**src/rtl/skl_32_cskip_8_sub_pipe.sv**
```systemverilog
// 32-bit subtractor, four 8-bit carry-skip blocks, one block per pipeline stage.
// Valid/ready handshake with bubble-collapsing stall chain; stage k finishes block k.
module skl_32_cskip_8_sub_pipe (
    input  logic        clk,
    input  logic        rst,
    input  logic [31:0] x1,
    input  logic [31:0] x2,
    input  logic        bin,
    input  logic        in_valid,
    output logic        in_ready,
    output logic [31:0] d,
    output logic        bout,
    output logic        eq,
    output logic        out_valid,
    input  logic        out_ready
);

    // One 8-bit block of a + ~b + cin; the block carry bypasses the ripple
    // whenever every bit propagates.
    function automatic logic [8:0] blk_sub(
        input logic [7:0] a,
        input logic [7:0] b,
        input logic       cin
    );
        logic [7:0] nb;
        logic [7:0] p;
        logic [7:0] g;
        logic [7:0] s;
        logic [8:0] c;
        logic       grp_p;
        nb   = ~b;
        p    = a ^ nb;
        g    = a & nb;
        c[0] = cin;
        for (int i = 0; i < 8; i++) begin
            c[i+1] = g[i] | (p[i] & c[i]);
        end
        s     = p ^ c[7:0];
        grp_p = &p;
        blk_sub = {(grp_p ? cin : c[8]), s};
    endfunction

    logic        r_v0;
    logic        r_v1;
    logic        r_v2;
    logic        r_v3;

    logic [7:0]  r_s0_d;
    logic        r_s0_c;
    logic [23:0] r_s0_x1;
    logic [23:0] r_s0_x2;

    logic [15:0] r_s1_d;
    logic        r_s1_c;
    logic [15:0] r_s1_x1;
    logic [15:0] r_s1_x2;

    logic [23:0] r_s2_d;
    logic        r_s2_c;
    logic [7:0]  r_s2_x1;
    logic [7:0]  r_s2_x2;

    logic [31:0] r_s3_d;
    logic        r_s3_bout;

    logic [8:0]  w_b0;
    logic [8:0]  w_b1;
    logic [8:0]  w_b2;
    logic [8:0]  w_b3;

    logic        w_adv0;
    logic        w_adv1;
    logic        w_adv2;
    logic        w_adv3;
    logic        w_free0;
    logic        w_free1;
    logic        w_free2;
    logic        w_free3;
    logic        w_acc;

    assign w_b0 = blk_sub(x1[7:0], x2[7:0], ~bin);
    assign w_b1 = blk_sub(r_s0_x1[7:0], r_s0_x2[7:0], r_s0_c);
    assign w_b2 = blk_sub(r_s1_x1[7:0], r_s1_x2[7:0], r_s1_c);
    assign w_b3 = blk_sub(r_s2_x1, r_s2_x2, r_s2_c);

    // Ready ripples back from the output so bubbles collapse in one cycle.
    assign w_adv3  = r_v3 & out_ready;
    assign w_free3 = ~r_v3 | out_ready;
    assign w_adv2  = r_v2 & w_free3;
    assign w_free2 = ~r_v2 | w_adv2;
    assign w_adv1  = r_v1 & w_free2;
    assign w_free1 = ~r_v1 | w_adv1;
    assign w_adv0  = r_v0 & w_free1;
    assign w_free0 = ~r_v0 | w_adv0;

    assign in_ready = w_free0 & ~rst;
    assign w_acc    = in_valid & in_ready;

    always_ff @(posedge clk) begin
        if (rst) begin
            r_v0      <= 1'b0;
            r_v1      <= 1'b0;
            r_v2      <= 1'b0;
            r_v3      <= 1'b0;
            r_s0_d    <= '0;
            r_s0_c    <= 1'b0;
            r_s0_x1   <= '0;
            r_s0_x2   <= '0;
            r_s1_d    <= '0;
            r_s1_c    <= 1'b0;
            r_s1_x1   <= '0;
            r_s1_x2   <= '0;
            r_s2_d    <= '0;
            r_s2_c    <= 1'b0;
            r_s2_x1   <= '0;
            r_s2_x2   <= '0;
            r_s3_d    <= '0;
            r_s3_bout <= 1'b0;
        end else begin
            r_v0 <= w_acc | (r_v0 & ~w_adv0);
            r_v1 <= w_adv0 | (r_v1 & ~w_adv1);
            r_v2 <= w_adv1 | (r_v2 & ~w_adv2);
            r_v3 <= w_adv2 | (r_v3 & ~w_adv3);
            // Data only loads on a transfer, so an idle stage keeps its last value.
            if (w_acc) begin
                r_s0_d  <= w_b0[7:0];
                r_s0_c  <= w_b0[8];
                r_s0_x1 <= x1[31:8];
                r_s0_x2 <= x2[31:8];
            end
            if (w_adv0) begin
                r_s1_d  <= {w_b1[7:0], r_s0_d};
                r_s1_c  <= w_b1[8];
                r_s1_x1 <= r_s0_x1[23:8];
                r_s1_x2 <= r_s0_x2[23:8];
            end
            if (w_adv1) begin
                r_s2_d  <= {w_b2[7:0], r_s1_d};
                r_s2_c  <= w_b2[8];
                r_s2_x1 <= r_s1_x1[15:8];
                r_s2_x2 <= r_s1_x2[15:8];
            end
            if (w_adv2) begin
                r_s3_d    <= {w_b3[7:0], r_s2_d};
                r_s3_bout <= ~w_b3[8];
            end
        end
    end

    assign out_valid = r_v3;
    assign d         = r_s3_d;
    assign bout      = r_s3_bout;
    assign eq        = r_v3 & ~r_s3_bout & (r_s3_d == 32'd0);

endmodule

```
**config.mk**
```make
export PLATFORM = sky130hd
export DESIGN_NAME = skl_32_cskip_8_sub_pipe
export DESIGN_NICKNAME = d
export VERILOG_FILES = /design/src/rtl/skl_32_cskip_8_sub_pipe.sv
export SDC_FILE = /design/constraint.sdc
export NUM_CORES = 1
export LEC_CHECK = 0
export CAP_MARGIN = 10
export CORE_MARGIN = 5
export CORE_UTILIZATION = 35
export DETAILED_ROUTE_END_ITERATION = 10
export PLACE_DENSITY_LB_ADDON = 0.3
export REMOVE_ABC_BUFFERS = 1
export SYNTH_ARGS = -nofsm -noshare
export SYNTH_HDL_FRONTEND = slang
export SYNTH_SLANG_ARGS = --single-unit
```
**constraint.sdc**
```tcl
create_clock -name clk -period 10.9 [get_ports clk]
set_input_delay 1.09 -clock clk [delete_from_list [all_inputs] [get_ports clk]]
set_output_delay 1.09 -clock clk [all_outputs]
set_load 0.005 [all_outputs]
```
======== Word level (Yosys, flattened, before mapping) ========
Cells that the tools add are included.
storage, ports and cells
  register bits ........................... 184
  word-level logic and storage cells ...... 139
  output and inout bits ................... 36
  input port bits ......................... 69
cells by class
  bitwise gates (word level) .............. 112
  muxes and demuxes ....................... 4
  reduce and logical (&&, ||, !) cells .... 5
operators with widths
  kind                 number
  8-bit XOR            8
  1-bit AND            44
  1-bit OR             40
  8-bit AND            4
  32-bit logical NOT   1
  8-bit NOT            4
  8-bit AND reduction  4
  1-bit NOT            12
  1-bit two-way mux    4

======== Logic depth before layout (Yosys ltp) ========
Gate-level depths: netlist of run 1.
  depth after elaboration ................. 20
  gate-level depth with buffers ........... 13
  mapped depth without buffers ............ 13

======== Least setup slack after synthesis of run 1 ========
Ideal clock, no wire load.
  kind .................................... in2reg
  from .................................... in x1[0]
  to ...................................... reg r_s0_d[7]
  data required time ...................... 10.781 ns
  buffers on the path ..................... 0
  arrival ................................. 4.367 ns
  stages .................................. 12
  library setup time ...................... 0.119 ns
  path slack .............................. 6.415 ns
  cells stage by stage .................... inv_1 -> fa_1 -> fa_1 -> fa_1 -> fa_1 -> fa_1 -> fa_1 -> fa_1 -> inv_1 -> fa_1 -> nand2_1 -> o21ai_1
between the ends
  cells in the longest elaborated chain, start to end .. 16
  elaborated cells between the ends (all ways) .. 17
  classes of those cells .................. bitwise: 17
ends and longest elaborated chain
  what                  line  text
  start, declared       6     input logic [31:0] x1,
  8-bit XOR             32    p = a ^ nb;
  1-bit AND             36    c[i+1] = g[i] | (p[i] & c[i]);
  1-bit OR *            36
  1-bit AND *           36
  1-bit OR *            36
  1-bit AND *           36
  1-bit OR *            36
  1-bit AND *           36
  1-bit OR *            36
  1-bit AND *           36
  1-bit OR *            36
  1-bit AND *           36
  1-bit OR *            36
  1-bit AND *           36
  1-bit OR *            36
  8-bit XOR *           38    s = p ^ c[7:0];
  via w_b0[7]           66    logic [8:0] w_b0;
  end signal, assigned  126   r_s0_d <= w_b0[7:0];
  end, declared         48    logic [7:0] r_s0_d;
The timed path passes the listed nets; every way through them passes the cells marked *.
A chain may end at the register's enable or synchronous reset.

======== Worst setup path after layout of run 1 ========
Same ends and word-level chain as after synthesis.

==> flow_summary.json, run 1 <==
{
  "status": "complete, no violations",
  "setup_slack_ns": 6.15,
  "whs_ns": 0.448,
  "wl_per_cell_um": 13.5,
  "root_buffer": "clkbuf_16",
  "final_cell_count_no_fill": 1281,
  "p_total_mw": 1.47,
  "die_w_um": 160,
  "cp_common_cell": "fa_1",
  "viasPerCell": 4.67,
  "cts-resized-gates": 0,
  "slew_headroom_pct": 26.9,
  "whs_path_depth": 2,
  "initial_core_util_pct": 35.7,
  "portBuffers": 104,
  "synth_adder_area_share_pct": 13.3,
  "worst_r2r_endpoint": "r_s1_d[15]",
  "synth_compound_area_share_pct": 14.1,
  "critPathRequiredTime_ns": 11.19,
  "ant_nets": 0,
  "rows": 54,
  "fillers": 2198,
  "wl_um": 17300,
  "antenna_found_initial": 0,
  "drc_errors": 0,
  "critPathArrivalTime_ns": 5.04,
  "critical_path_class": "input pin to register",
  "crit_slowest_cell": "clkdlybuf4s50_1",
  "fin_crit_sh_pct": 43.6,
  "crit_fanout": 2,
  "grt_pass1_vias": 5845,
  "cts_made_buffers": 17,
  "setup_tns_ns": 0,
  "place_area_um2": 9060,
  "crit_chain": "clkdlybuf4s50_1, inv_1, fa_1, fa_1, fa_1, fa_1, fa_1, fa_1, fa_1, inv_1, fa_1, nand2_1, o21ai_1",
  "yosys.area.top_type": "dfxtp_1",
  "drt-initial-drc-count": 312,
  "period_minus_slack_ns": 4.75,
  "cts_tree": "built",
  "min-delay-start": "r_s2_d[16]",
  "syn_to_final_growth_pct": 23.2,
  "peakVddDrop_uv": 93.6,
  "leakage_nw": 3.42,
  "startpoint_type": "input pin",
  "finalHoldViolCount": 0,
  "synth-xor-area-share_pct": 0,
  "final_net_count": 1121,
  "synth_area_leaders": "dfxtp_1 (47%), nand2_1 (12%), fa_1 (8.2%), a21oi_1 (6.7%), ha_1 (5.1%)",
  "rsz0062_at_grt": "false",
  "cts_buffer_depth": 2,
  "clk_pin_slew_ns": 0.07,
  "worst-r2r-cell-count": 12,
  "fin_skew_ns": 0.00584,
  "die_h_um": 160,
  "ys_ff_latch": 184,
  "yosys.cell_types.count": 28,
  "firstDrtPassIters": 4,
  "synth_top_area_share_pct": 47.0,
  "holdPathEnd": "d[16]",
  "io_pins": 105,
  "synth_top_family_by_area": "simple AND/OR/NAND/NOR gates",
  "hpwl_um": 11600,
  "finalSetupViolCount": 0,
  "final_cell_area_um2": 9650,
  "track_usage_pct": 14.0,
  "maxCapViolations": 0,
  "cts_sinks": 184,
  "tightest_slew_ns": 1.10,
  "max_freq_ghz": 0.211,
  "seq_area_frac_synth_pct": 47.0,
  "rrSetupSlack_ns": 7.07,
  "synth_area_um2": 7830,
  "grt-ovfl-total": 0,
  "routed-via-count": 5978,
  "p_per_area_nw_per_um2": 153,
  "grt_start_max_net_pins": 89,
  "place_ws_ns": 5.70,
  "coreArea_um2": 22000,
  "drive_gt1_share_pct": 5.19,
  "ctsHoldBuffers": 0,
  "post_cts_buffers": 0,
  "grt_pass1_wl_um": 29200,
  "maxSlewViolCount": 0,
  "insertion_delay_ns": 0.42,
  "gp_congestion": 0.786,
  "synth_mux_area_share_pct": 0,
  "avgSynthCellArea_um2": 8.56,
  "cts.htree.levels": 4,
  "dieArea_um2": 25500,
  "yosys_warnings": 0,
  "synthCells": 915,
  "min_path_type": "register to register",
  "worst_path_largest_cell_delay_ns": 0.48,
  "cp-end-kind": "register",
  "dp_cells": 1249,
  "fin_util_pct": 43.9,
  "diodes": 0,
  "r2r_start": "r_s0_c",
  "yosys.area_share.simple_pct": 19.2
}
how the worst max path moves through the flow:
stage	startpoint	endpoint	slack, ns	cells past startpoint
final	x1[0]	r_s0_d[7]	6.15	13
after global routing	x1[0]	r_s0_d[7]	5.93	13
after CTS	x1[0]	r_s0_d[7]	6.14	13
after detailed placement	x1[0]	r_s0_d[7]	5.70	13
after global placement	x1[0]	r_s0_d[7]	5.76	13
after floorplan	x1[0]	r_s0_d[7]	6.33	12
area by class of cell:
class / instances / area [um^2] / share of cell area (%)
multi-input combinational: 608 / 3680 / 38.2
sequential: 184 / 3680 / 38.2
clock inverter: 13 / 146 / 1.52
timing repair buffer: 112 / 1100 / 11.4
inverter: 65 / 244 / 2.53
tap: 280 / 350 / 3.63
clock buffer: 19 / 443 / 4.59
power by group:
| group | switching (mW) | leakage (nW) | internal [mW] |
|---|---|---|---|
| sequential | 0.0170 | 1.50 | 0.700 |
| clock | 0.269 | 0.284 | 0.347 |
| combinational | 0.0752 | 1.64 | 0.0667 |
worst max-delay path, delay by kind of cell:
| kind | cells | cell delay, ns |
|---|---|---|
| buffers and inverters | 3 | 0.62 |
| AND/OR/NAND/NOR | 1 | 0.07 |
| adder cells (fa/ha/maj) | 8 | 3.19 |
| AO/OA/AOI/OAI | 1 | 0.06 |
layout by cell type (no fill, tap or decap), types with 2 or more instances in the layout:
cell	synthesis	final
a211oi_1	26	26
a21oi_1	105	104
a21oi_4	1	2
a311oi_1	4	4
buf_4	1	9
bufinv_16	0	2
clkbuf_16	0	17
clkdlybuf4s50_1	0	103
clkinv_2	0	2
clkinv_4	0	4
clkinvlp_4	0	2
dfxtp_1	184	184
fa_1	32	32
ha_1	32	32
inv_1	65	65
inv_6	0	3
nand2_1	254	254
nand2b_1	37	37
nand4_1	9	9
nor2_1	37	37
nor4_1	7	7
o21ai_0	34	34
o21ai_1	6	5
o31ai_1	8	8
o31ai_2	6	6
or3_1	2	2
routing by layer:
layer | share of wire (%) | vias to the layer above | GRT usage [%]
met1 | 48 | 2782 | 18.5
met4 | 0.86 | 0 | 3.31
li1 | - | 3085 | -
met3 | 4.3 | 11 | 3.81
met2 | 47 | 100 | 22.8
met5 | 0 | - | 0
sequential cells by signal, summed over array words and instances (netlist names), 8 cells and up:
| register | count |
|---|---|
| r_s0_x1 | 24 |
| r_s1_x1 | 16 |
| r_s1_d | 16 |
| r_s0_d | 8 |
| d | 32 |
| r_s1_x2 | 16 |
| r_s2_x2 | 8 |
| r_s2_d | 24 |
| r_s0_x2 | 24 |
| r_s2_x1 | 8 |
Yosys cell counts:
library cell and instances:
nand2_1 254, nor2b_1 3, nor4b_1 1, ha_1 32, o31ai_2 6, buf_2 25
clkbuf_1 31, o31ai_1 8, nor2_1 37, dfxtp_1 184, a311oi_1 4, nor4_1 7
inv_1 65, a21oi_4 1, a211oi_1 26, nand3b_1 1, nand4_1 9, fa_1 32
and4_1 1, o21ai_0 34, nand2b_1 37, a21oi_1 105, buf_4 1, buf_1 1
or4_1 1, or3_1 2, o21ai_1 6, and4b_4 1
kinds of logic after synthesis:
family          Yosys count
buf+inv                 123
compound gates          190
simple gates            354
fa+ha+maj                64
flops                   184
Note: power is estimated with default switching activity, not from simulation.
==> inputs of run 2 (changes only) <==
==> constraint.sdc (replaced) <==
create_clock -name clk -period 4.03 [get_ports clk]
set_input_delay 0.403 -clock clk [delete_from_list [all_inputs] [get_ports clk]]
set_output_delay 0.403 -clock clk [all_outputs]
set_load 0.005 [all_outputs]
==> run 2 against run 1 <==
Against the previous run: largest cell class is now multi-input gates; core utilization up 0.15 points; setup slack lost 6.1 ns; combinational power increased to 2.7 times the previous value; hold slack gained 0.0023 ns; sequential power grew to 2.7 times the previous value; critical path depth is the same; sequential share of layout area shrank 0.13 points; non-clock buffer count is 1 higher; clock skew increased by 0.0043 ns; die area stayed put.
==> flow_summary.json, run 2 (synthesis results as in run 1) <==
{
  "status": "complete, no violations",
  "crit_fanout": 2,
  "startpoint_type": "input pin",
  "grt-ovfl-total": 0,
  "r2r_start": "r_s2_c",
  "period_minus_slack_ns": 3.93,
  "io_pins": 105,
  "firstDrtPassIters": 5,
  "ant_nets": 0,
  "drt-initial-drc-count": 332,
  "place_area_um2": 9070,
  "mostFrequentLayoutCells": "nand2_1 (254), dfxtp_1 (184), a21oi_1 (104), clkdlybuf4s50_1 (103), inv_1 (65)",
  "finalHoldViolCount": 0,
  "rsz0062_at_grt": "false",
  "rows": 54,
  "largest_reg_flops": 32,
  "coreArea_um2": 22000,
  "rrSetupSlack_ns": 0.26,
  "cts_sinks": 184,
  "initial_core_util_pct": 35.7,
  "critPathArrivalTime_ns": 4.22,
  "fin_crit_sh_pct": 97.6,
  "maxCapViolations": 0,
  "diodes": 0,
  "multi_input_area_um2": 3690,
  "ctsHoldBuffers": 0,
  "hpwl_um": 11700,
  "portBuffers": 104,
  "fin_skew_ns": 0.0101,
  "maxSlewViolCount": 0,
  "cts_buffer_depth": 2,
  "wl_per_cell_um": 13.5,
  "antenna_found_initial": 0,
  "p_per_area_nw_per_um2": 411,
  "cts_made_buffers": 17,
  "worst-r2r-cell-count": 10,
  "grt_pass1_vias": 5797,
  "drc_errors": 0,
  "die_h_um": 160,
  "cp-end-kind": "register",
  "place_ws_ns": -0.445,
  "critPathRequiredTime_ns": 4.32,
  "slew_headroom_pct": 26.0,
  "leakage_nw": 3.43,
  "crit_end": "r_s0_d[7]",
  "dieArea_um2": 25500,
  "final_net_count": 1122,
  "insertion_delay_ns": 0.43,
  "worst_r2r_endpoint": "d[31]",
  "min_path_type": "register to register",
  "cts_tree": "built",
  "routed-via-count": 5972,
  "whs_ns": 0.450,
  "regArea_um2": 3680,
  "wl_um": 17300,
  "root_buffer": "clkbuf_16",
  "max_freq_ghz": 0.254,
  "cts.htree.levels": 4,
  "final_cell_area_um2": 9680,
  "finalSetupViolCount": 0,
  "syn_to_final_growth_pct": 23.6,
  "die_w_um": 160,
  "drive_gt1_share_pct": 5.49,
  "grt_pass1_wl_um": 28800,
  "tightest_slew_ns": 1.11,
  "fillers": 2158,
  "clk_pin_slew_ns": 0.07,
  "track_usage_pct": 13.7,
  "setup_slack_ns": 0.0957,
  "peakVddDrop_uv": 275,
  "final_common_cell": "nand2_1",
  "viasPerCell": 4.66,
  "critical_path_class": "input pin to register",
  "gp_congestion": 0.799,
  "startpoint": "x1[0]",
  "grt_start_max_net_pins": 109
}
## run 2: worst min-delay path by stage
stage               startpoint          to  slack (ns)  depth (start not counted)
global placement    r_s2_d[10]       d[10]        0.44                          2
finish              r_s1_d[12]  r_s2_d[12]        0.45                          2
global route         r_s2_d[3]        d[3]        0.46                          2
CTS                  r_s1_d[3]   r_s2_d[3]        0.45                          2
floorplan            r_s2_d[0]        d[0]        0.43                          2
detailed placement   r_s2_d[3]        d[3]        0.44                          2
## run 2: power by group
part / total [mW] / leakage [nW] / internal [mW] / switching [mW]
combinational: 0.388 / 1.65 / 0.184 / 0.204
clock: 1.65 / 0.273 / 0.918 / 0.732
sequential: 1.94 / 1.50 / 1.89 / 0.0461
total: 3.98 / 3.43 / 2.99 / 0.983
## run 2: metrics by stage
| stage | cells | power, mW | TNS (ns) | utilization (%) |
|---|---|---|---|---|
| after detailed placement | 1249 | 2.37 | -0.849 | 41.3 |
| final | 1282 | 3.98 | 0 | 44.1 |
| after global routing | 1282 | 4.16 | 0 | 44.1 |
| after floorplan | 857 | 2.17 | 0 | - |
| after global placement | 1249 | 2.37 | -0.711 | 41.3 |
| after CTS | 1281 | 4.02 | 0 | 44.0 |
## run 2: final cells by class
class,instances,area share [%]
Multi-Input combinational cell,608,38.1
Sequential cell,184,38.0
Clock inverter,14,1.54
Timing Repair Buffer,113,11.8
Clock buffer,18,4.43
Tap cell,280,3.62
Inverter,65,2.52
## run 2: worst max-delay path, cell delays in order
cell	delay, ns
clkdlybuf4s50_1	0.47
inv_1	0.06
fa_1	0.43
fa_2	0.36
fa_1	0.39
fa_1	0.38
fa_1	0.39
fa_2	0.35
fa_1	0.36
inv_1	0.07
fa_1	0.40
nand2_1	0.07
o21ai_1	0.07
## run 2: repair_timing
action / 4_1_cts / 5_1_grt
setup buffers: 0 / 0
endpoints found under the hold margin: 0 / 0
cloned: 0 / 0
endpoints found under the setup margin: 1 / 1
pin swaps: 0 / 0
resized for setup: 1 / 1
## run 2: metal layers
layer | routed length [um] | track usage, % | up-vias
li1 | - | - | 3085
met1 | 8460 | 18.4 | 2802
met2 | 8080 | 22.0 | 78
met3 | 657 | 3.44 | 7
met4 | 86 | 3.67 | 0
met5 | 0 | 0 | -
